--- src/rtl/shutdown_sequencer_if.sv ---
// Signal bundle between the shutdown FSM / actuator drivers and the staged power sequencer.
// The slave modport is the sequencer side; the master modport is the surrounding system.
interface shutdown_sequencer_if #(
    parameter int N_CH = 4
);
    logic            shutdown_req;
    logic [N_CH-1:0] ch_fb;
    logic            clear_fault;
    logic [N_CH-1:0] ch_en;
    logic            seq_busy;
    logic            all_on;
    logic            all_off;
    logic            fb_fault;
    logic [2:0]      stage_idx;

    modport master (
        output shutdown_req, ch_fb, clear_fault,
        input  ch_en, seq_busy, all_on, all_off, fb_fault, stage_idx
    );

    modport slave (
        input  shutdown_req, ch_fb, clear_fault,
        output ch_en, seq_busy, all_on, all_off, fb_fault, stage_idx
    );
endinterface

--- src/rtl/shutdown_sequencer.sv ---
// Staged power sequencer: energises channels in ascending order, de-energises in descending order,
// confirming every step against channel feedback and latching a sticky fault on any mismatch.
module shutdown_sequencer #(
    parameter int N_CH       = 4,
    parameter int GAP_CYC    = 16,
    parameter int FB_TIMEOUT = 64,
    parameter int CNT_W      = 8
) (
    input  logic                 clk,
    input  logic                 rst_n,
    shutdown_sequencer_if.slave  bus
);

    typedef enum logic [2:0] {
        S_OFF,
        S_UP_CONF,
        S_UP_GAP,
        S_ON,
        S_DN_CONF,
        S_DN_GAP
    } state_t;

    localparam logic [CNT_W-1:0] FB_LAST  = CNT_W'(FB_TIMEOUT - 1);
    localparam logic [CNT_W-1:0] GAP_LAST = CNT_W'(GAP_CYC - 1);
    localparam logic [2:0]       IDX_LAST = 3'(N_CH - 1);

    state_t            state_reg, state_next;
    logic [2:0]        idx_reg, idx_next;
    logic [CNT_W-1:0]  cnt_reg, cnt_next;
    logic [N_CH-1:0]   ch_en_reg, ch_en_next;
    logic              fb_fault_reg, fb_fault_next;
    logic              seq_busy_reg;
    logic              all_on_reg;
    logic              all_off_reg;

    logic [N_CH-1:0]   idx_onehot;
    logic [N_CH-1:0]   hi_onehot;
    logic [2:0]        hi_idx;
    logic              any_en;
    logic              fb_at_idx;
    logic              fb_all_on;
    logic              start_dn;
    logic [CNT_W-1:0]  cnt_inc;

    // One-hot of the current step keeps every channel select in range for any N_CH.
    genvar gi;
    generate
        for (gi = 0; gi < N_CH; gi++) begin : g_idx_dec
            assign idx_onehot[gi] = (idx_reg == 3'(gi));
        end
    endgenerate

    assign fb_at_idx = |(bus.ch_fb & idx_onehot);
    assign fb_all_on = &bus.ch_fb;
    assign any_en    = |ch_en_reg;
    assign cnt_inc   = cnt_reg + 1'b1;

    always_comb begin
        hi_idx    = '0;
        hi_onehot = '0;
        for (int i = 0; i < N_CH; i++) begin
            if (ch_en_reg[i]) begin
                hi_idx       = 3'(i);
                hi_onehot    = '0;
                hi_onehot[i] = 1'b1;
            end
        end
    end

    always_comb begin
        state_next    = state_reg;
        idx_next      = idx_reg;
        cnt_next      = cnt_reg;
        ch_en_next    = ch_en_reg;
        fb_fault_next = fb_fault_reg;
        start_dn      = 1'b0;

        case (state_reg)
            S_OFF: begin
                ch_en_next = '0;
                // A clear pulse consumes the cycle; starting waits for a later one.
                if (bus.clear_fault) begin
                    fb_fault_next = 1'b0;
                end else if (!bus.shutdown_req && !fb_fault_reg && (bus.ch_fb == '0)) begin
                    state_next = S_UP_CONF;
                    ch_en_next = N_CH'(1);
                    idx_next   = '0;
                    cnt_next   = '0;
                end
            end

            S_UP_CONF: begin
                if (bus.shutdown_req) begin
                    start_dn = 1'b1;
                end else if (fb_at_idx) begin
                    state_next = S_UP_GAP;
                    cnt_next   = '0;
                end else if (cnt_reg == FB_LAST) begin
                    fb_fault_next = 1'b1;
                    start_dn      = 1'b1;
                end else begin
                    cnt_next = cnt_inc;
                end
            end

            S_UP_GAP: begin
                if (bus.shutdown_req) begin
                    start_dn = 1'b1;
                end else if (cnt_reg == GAP_LAST) begin
                    cnt_next = '0;
                    if (idx_reg == IDX_LAST) begin
                        state_next = S_ON;
                    end else begin
                        state_next = S_UP_CONF;
                        idx_next   = idx_reg + 3'd1;
                        ch_en_next = ch_en_reg | (idx_onehot << 1);
                    end
                end else begin
                    cnt_next = cnt_inc;
                end
            end

            S_ON: begin
                if (bus.shutdown_req) begin
                    start_dn = 1'b1;
                end else if (!fb_all_on) begin
                    fb_fault_next = 1'b1;
                    start_dn      = 1'b1;
                end
            end

            S_DN_CONF: begin
                // A stuck channel ends the orderly sequence: everything drops at once.
                if (cnt_reg == FB_LAST) begin
                    fb_fault_next = 1'b1;
                    ch_en_next    = '0;
                    cnt_next      = '0;
                    state_next    = S_OFF;
                end else if (!fb_at_idx) begin
                    state_next = S_DN_GAP;
                    cnt_next   = '0;
                end else begin
                    cnt_next = cnt_inc;
                end
            end

            S_DN_GAP: begin
                if (cnt_reg == GAP_LAST) begin
                    cnt_next = '0;
                    if (idx_reg == 3'd0) begin
                        state_next = S_OFF;
                    end else begin
                        state_next = S_DN_CONF;
                        idx_next   = idx_reg - 3'd1;
                        ch_en_next = ch_en_reg & ~(idx_onehot >> 1);
                    end
                end else begin
                    cnt_next = cnt_inc;
                end
            end

            default: begin
                state_next = S_OFF;
                ch_en_next = '0;
                cnt_next   = '0;
            end
        endcase

        // Down sequence begins at the highest channel currently driven.
        if (start_dn) begin
            cnt_next = '0;
            if (any_en) begin
                state_next = S_DN_CONF;
                idx_next   = hi_idx;
                ch_en_next = ch_en_reg & ~hi_onehot;
            end else begin
                state_next = S_OFF;
                ch_en_next = '0;
            end
        end
    end

    always_ff @(posedge clk or negedge rst_n) begin
        if (!rst_n) begin
            state_reg    <= S_OFF;
            idx_reg      <= '0;
            cnt_reg      <= '0;
            ch_en_reg    <= '0;
            fb_fault_reg <= 1'b0;
            seq_busy_reg <= 1'b0;
            all_on_reg   <= 1'b0;
            all_off_reg  <= 1'b1;
        end else begin
            state_reg    <= state_next;
            idx_reg      <= idx_next;
            cnt_reg      <= cnt_next;
            ch_en_reg    <= ch_en_next;
            fb_fault_reg <= fb_fault_next;
            seq_busy_reg <= (state_next != S_OFF) && (state_next != S_ON);
            all_on_reg   <= (state_next == S_ON);
            all_off_reg  <= (state_next == S_OFF);
        end
    end

    assign bus.ch_en     = ch_en_reg;
    assign bus.seq_busy  = seq_busy_reg;
    assign bus.all_on    = all_on_reg;
    assign bus.all_off   = all_off_reg;
    assign bus.fb_fault  = fb_fault_reg;
    assign bus.stage_idx = idx_reg;

endmodule
--- src/flat_wrapper.sv ---
// flat-port wrapper written by rule: the top's interface ports become plain ports
module shutdown_sequencer_flat 
#(
    parameter int N_CH       = 4,
    parameter int GAP_CYC    = 16,
    parameter int FB_TIMEOUT = 64,
    parameter int CNT_W      = 8
)
  (clk, rst_n, bus_shutdown_req, bus_ch_fb, bus_clear_fault, bus_ch_en, bus_seq_busy, bus_all_on, bus_all_off, bus_fb_fault, bus_stage_idx);
  shutdown_sequencer_if #(.N_CH(N_CH)) bus_i ();
  input  logic clk;
  input  logic rst_n;
  input wire logic [$bits(bus_i.shutdown_req)-1:0] bus_shutdown_req;
  input wire logic [$bits(bus_i.ch_fb)-1:0] bus_ch_fb;
  input wire logic [$bits(bus_i.clear_fault)-1:0] bus_clear_fault;
  output wire logic [$bits(bus_i.ch_en)-1:0] bus_ch_en;
  output wire logic [$bits(bus_i.seq_busy)-1:0] bus_seq_busy;
  output wire logic [$bits(bus_i.all_on)-1:0] bus_all_on;
  output wire logic [$bits(bus_i.all_off)-1:0] bus_all_off;
  output wire logic [$bits(bus_i.fb_fault)-1:0] bus_fb_fault;
  output wire logic [$bits(bus_i.stage_idx)-1:0] bus_stage_idx;
  assign bus_i.shutdown_req = bus_shutdown_req;
  assign bus_i.ch_fb = bus_ch_fb;
  assign bus_i.clear_fault = bus_clear_fault;
  assign bus_ch_en = bus_i.ch_en;
  assign bus_seq_busy = bus_i.seq_busy;
  assign bus_all_on = bus_i.all_on;
  assign bus_all_off = bus_i.all_off;
  assign bus_fb_fault = bus_i.fb_fault;
  assign bus_stage_idx = bus_i.stage_idx;
  shutdown_sequencer #(.N_CH(N_CH), .GAP_CYC(GAP_CYC), .FB_TIMEOUT(FB_TIMEOUT), .CNT_W(CNT_W)) u_core (.clk(clk), .rst_n(rst_n), .bus(bus_i));
endmodule
--- config.mk ---
export PLATFORM = sky130hd
export DESIGN_NAME = shutdown_sequencer_flat
export DESIGN_NICKNAME = d
export VERILOG_FILES = /design/src/rtl/shutdown_sequencer_if.sv /design/src/rtl/shutdown_sequencer.sv /design/src/flat_wrapper.sv
export SDC_FILE = /design/constraint.sdc
export NUM_CORES = 1
export LEC_CHECK = 0
export CORE_MARGIN = 3
export CORE_UTILIZATION = 56
export DETAILED_ROUTE_END_ITERATION = 16
export PLACE_DENSITY = 0.79
export SETUP_SLACK_MARGIN = 0.02
export SLEW_MARGIN = 10
export SYNTH_ARGS = -nofsm -noshare
export SYNTH_HDL_FRONTEND = slang
export SYNTH_SLANG_ARGS = --single-unit
--- constraint.sdc ---
create_clock -name clk -period 2.6 [get_ports clk]
set_input_delay 0.26 -clock clk [delete_from_list [all_inputs] [get_ports clk]]
set_output_delay 0.26 -clock clk [all_outputs]
set_load 0.005 [all_outputs]
==> flow_metrics.env <==
export IMPL_reg2reg_slack_ps=240
export IMPL_via_per_inst=6.59
export IMPL_cp_max_fo=10
export IMPL_relSlewSlack_pct=57.5
export IMPL_yosys_warnings=0
export IMPL_cts_tree="built"
export IMPL_largest_reg_flops=8
export IMPL_grt_max_degree=23
export IMPL_gp_congestion=0.938
export IMPL_p_per_area_mw_per_mm2=806
export IMPL_synth_edf_count=0
export IMPL_ys_ff_latch=22
export IMPL_setup_violations=0
export IMPL_yosysSeqAreaShare_pct=31.2
export IMPL_synth_top_area_share_pct=29.7
export IMPL_yosys_top_cells_count="dfrtp_1, nor2_1, o21ai_0"
export IMPL_crit_path_max_incr_delay_ps=460
export IMPL_grt_pass1_vias=1645
export IMPL_ys_async_sr_fraction_pct=100
export IMPL_firstDrtPassIters=4
export IMPL_numPortBuffers=18
export IMPL_synthTopCellsByArea="dfrtp_1, ha_1, o21ai_0, nor2_1, a21oi_1"
export IMPL_cts_resized=0
export IMPL_pin_count=19
export IMPL_place_hpwl_mm=3.38
export IMPL_routedWlPerCell_um=17.2
export IMPL_diodes=0
export IMPL_clock_path_buffers=2
export IMPL_p_seq_share_pct=31.0
export IMPL_hold_viol_final=0
export IMPL_antenna_found_initial=0
export IMPL_crit_type="flop to flop"
export IMPL_routed_wl_mm=4.46
export IMPL_htreeDepth=1
export IMPL_r2r_cells=8
export IMPL_grt_usage_pct=24.5
export IMPL_min_period_ps=2360
export IMPL_p_sw_share_pct=41.2
export IMPL_cts_sinks=22
export IMPL_period_share_pct=90.6
export IMPL_nets=232
export IMPL_cts_buffers=3
export IMPL_area_delta_synth_final_pct=16.3
export IMPL_worstMarginPinSlew_ps=637
export IMPL_grt_pass1_wl_mm=7.71
export IMPL_hold_path_class="input port to asynchronous set/reset pin"
export IMPL_ctsHoldBuffers=0
export IMPL_fin_cells=259
export IMPL_post_cts_buffers=0
export IMPL_post_route_drc_count=0
export IMPL_reg2reg_to="u_core.bus.stage_idx[0]"
export IMPL_syn_nets=211
export IMPL_die_area_mm2=0.00387
export IMPL_leakagePower_nw=0.837
export IMPL_start_kind="flop"
export IMPL_ant_nets=0
export IMPL_pwr_share_comb_pct=52.5
export IMPL_layout_drive_gt1_share_pct=15.2
export IMPL_synth_largest_area_cell="dfrtp_1"
export IMPL_clockPowerShare_pct=16.5
export IMPL_cp_end_kind="flop"
export IMPL_rows=19
export IMPL_finClkSkew_ps=5.53
export IMPL_setup_tns_ps=0
export IMPL_core_area_mm2=0.00288
export IMPL_yosysMostFrequentCell="dfrtp_1"
export IMPL_post_place_cells=255
export IMPL_ys_types=70
export IMPL_yosys_most_used_dff="dfrtp_1"
export IMPL_cp_slowest_cell="dfrtp_1"
export IMPL_status="finished clean"
export IMPL_switchingPower_mw=0.684
export IMPL_dr_total_vias=1707
export IMPL_critical_path_arrival_ps=2580
export IMPL_synth_area_mm2=0.00177
export IMPL_slew_viol_final=0
export IMPL_synthCells=197
export IMPL_root_buffer="clkbuf_4"
export IMPL_r2r_start="u_core.bus.stage_idx[0]"
export IMPL_required_ps=2820
export IMPL_crit_chain="inv_1 > ha_1 > a22oi_1 > a21o_2 > a31oi_4 > nor2_1 > a31oi_1 > a221o_1"
export IMPL_clk_latency_ps=320
export IMPL_drt_iter0_drc=129
export IMPL_clkTransAtPathRegs_ps=140
export IMPL_start_util_pct=61.5
export IMPL_fp_dieH_um=62.2
export IMPL_postSynthAreaPerCell_um2=8.97
export IMPL_rsz0062_at_grt="no"
export IMPL_fp_dieW_um=62.2
export IMPL_vdd_ir_drop_max_mv=0.512
export IMPL_max_freq_mhz=424
export IMPL_p_int_mw=0.974
export IMPL_cap_violations=0
export IMPL_grt_overflow=0
-- placed cells by master (no fill, tap or decap), types with 4 or more instances in the layout --
cell type and n:
a21oi_1 11, and3_1 5, buf_4 5, clkdlybuf4s50_1 18
dfrtp_1 21, ha_1 6, inv_1 8, nand2_1 10
nand3_1 6, nand3b_1 5, nor2_1 17, nor2b_1 6
nor3_1 8, o21ai_0 14, o22ai_1 4
-- kinds of logic after synthesis --
| kind of cell | count (synthesis) | synth area share (%) |
|---|---|---|
| compound gates | 70 | 31.6 |
| fa+ha+maj | 6 | 4.25 |
| simple gates | 81 | 26.6 |
| flops | 22 | 31.2 |
| buf+inv | 15 | 3.89 |
| mux | 3 | 2.48 |
-- power by group through the flow --
stage	logic [mW]	registers, mW	clock network (mW)
2_1_floorplan	0.600	0.488	0
3_3_place_gp	0.821	0.513	0
3_5_place_dp	0.842	0.520	0
4_1_cts	0.848	0.512	0.273
5_1_grt	0.949	0.530	0.294
6_report	0.870	0.514	0.274
-- area by class of cell --
cell class | count | area (um^2)
clock buffer | 3 | 22.5
clock inverter | 1 | 30.0
fill | 213 | 821
inverter | 8 | 30.0
multi-input combinational | 160 | 1150
sequential | 22 | 552
tap | 42 | 52.6
timing repair buffer | 23 | 218
-- worst max path at each step --
stage                                  from                      end  slack [ps]  depth (start not counted)
finish              u_core.bus.stage_idx[0]  u_core.bus.stage_idx[0]         240                          8
global route        u_core.bus.stage_idx[0]        u_core.cnt_reg[2]          70                          8
CTS                 u_core.bus.stage_idx[0]        u_core.cnt_reg[6]         260                          8
detailed placement  u_core.bus.stage_idx[0]        u_core.cnt_reg[6]         280                          8
global placement               bus_ch_fb[3]        u_core.cnt_reg[7]         320                          7
floorplan           u_core.bus.stage_idx[0]        u_core.cnt_reg[7]         520                          8
-- per-stage QoR --
step / total power, mW / setup WS, ps / area, um^2 / utilization [%] / hold WS (ps)
final: 1.66 / 243 / 2060 / 71.5 / 267
after global routing: 1.77 / 68.7 / 2060 / 71.5 / 296
after CTS: 1.63 / 262 / 2050 / 71.3 / 289
after detailed placement: 1.36 / 280 / 2000 / 69.5 / 524
after global placement: 1.33 / 318 / 2000 / 69.5 / 511
after floorplan: 1.09 / 517 / 1770 / - / -35.6
-- worst max-delay path, delay by kind of cell (launching register included) --
family                     cells  cell delay (ps)
adders and majority gates      1              270
AOI/OAI and AO/OA              5             1210
DFF                            1              460
buffers and inverters          1              110
and+or+nand+nor                1              210
-- metal layers --
metal | part of all wire [%] | track usage, % | vias up
li1 | - | - | 798
met1 | 43 | 33.5 | 794
met3 | 9.9 | 5.77 | 9
met5 | 0 | 0 | -
met2 | 45 | 38.3 | 106
met4 | 1.7 | 8.01 | 0
(Power assumes the default switching activity.)
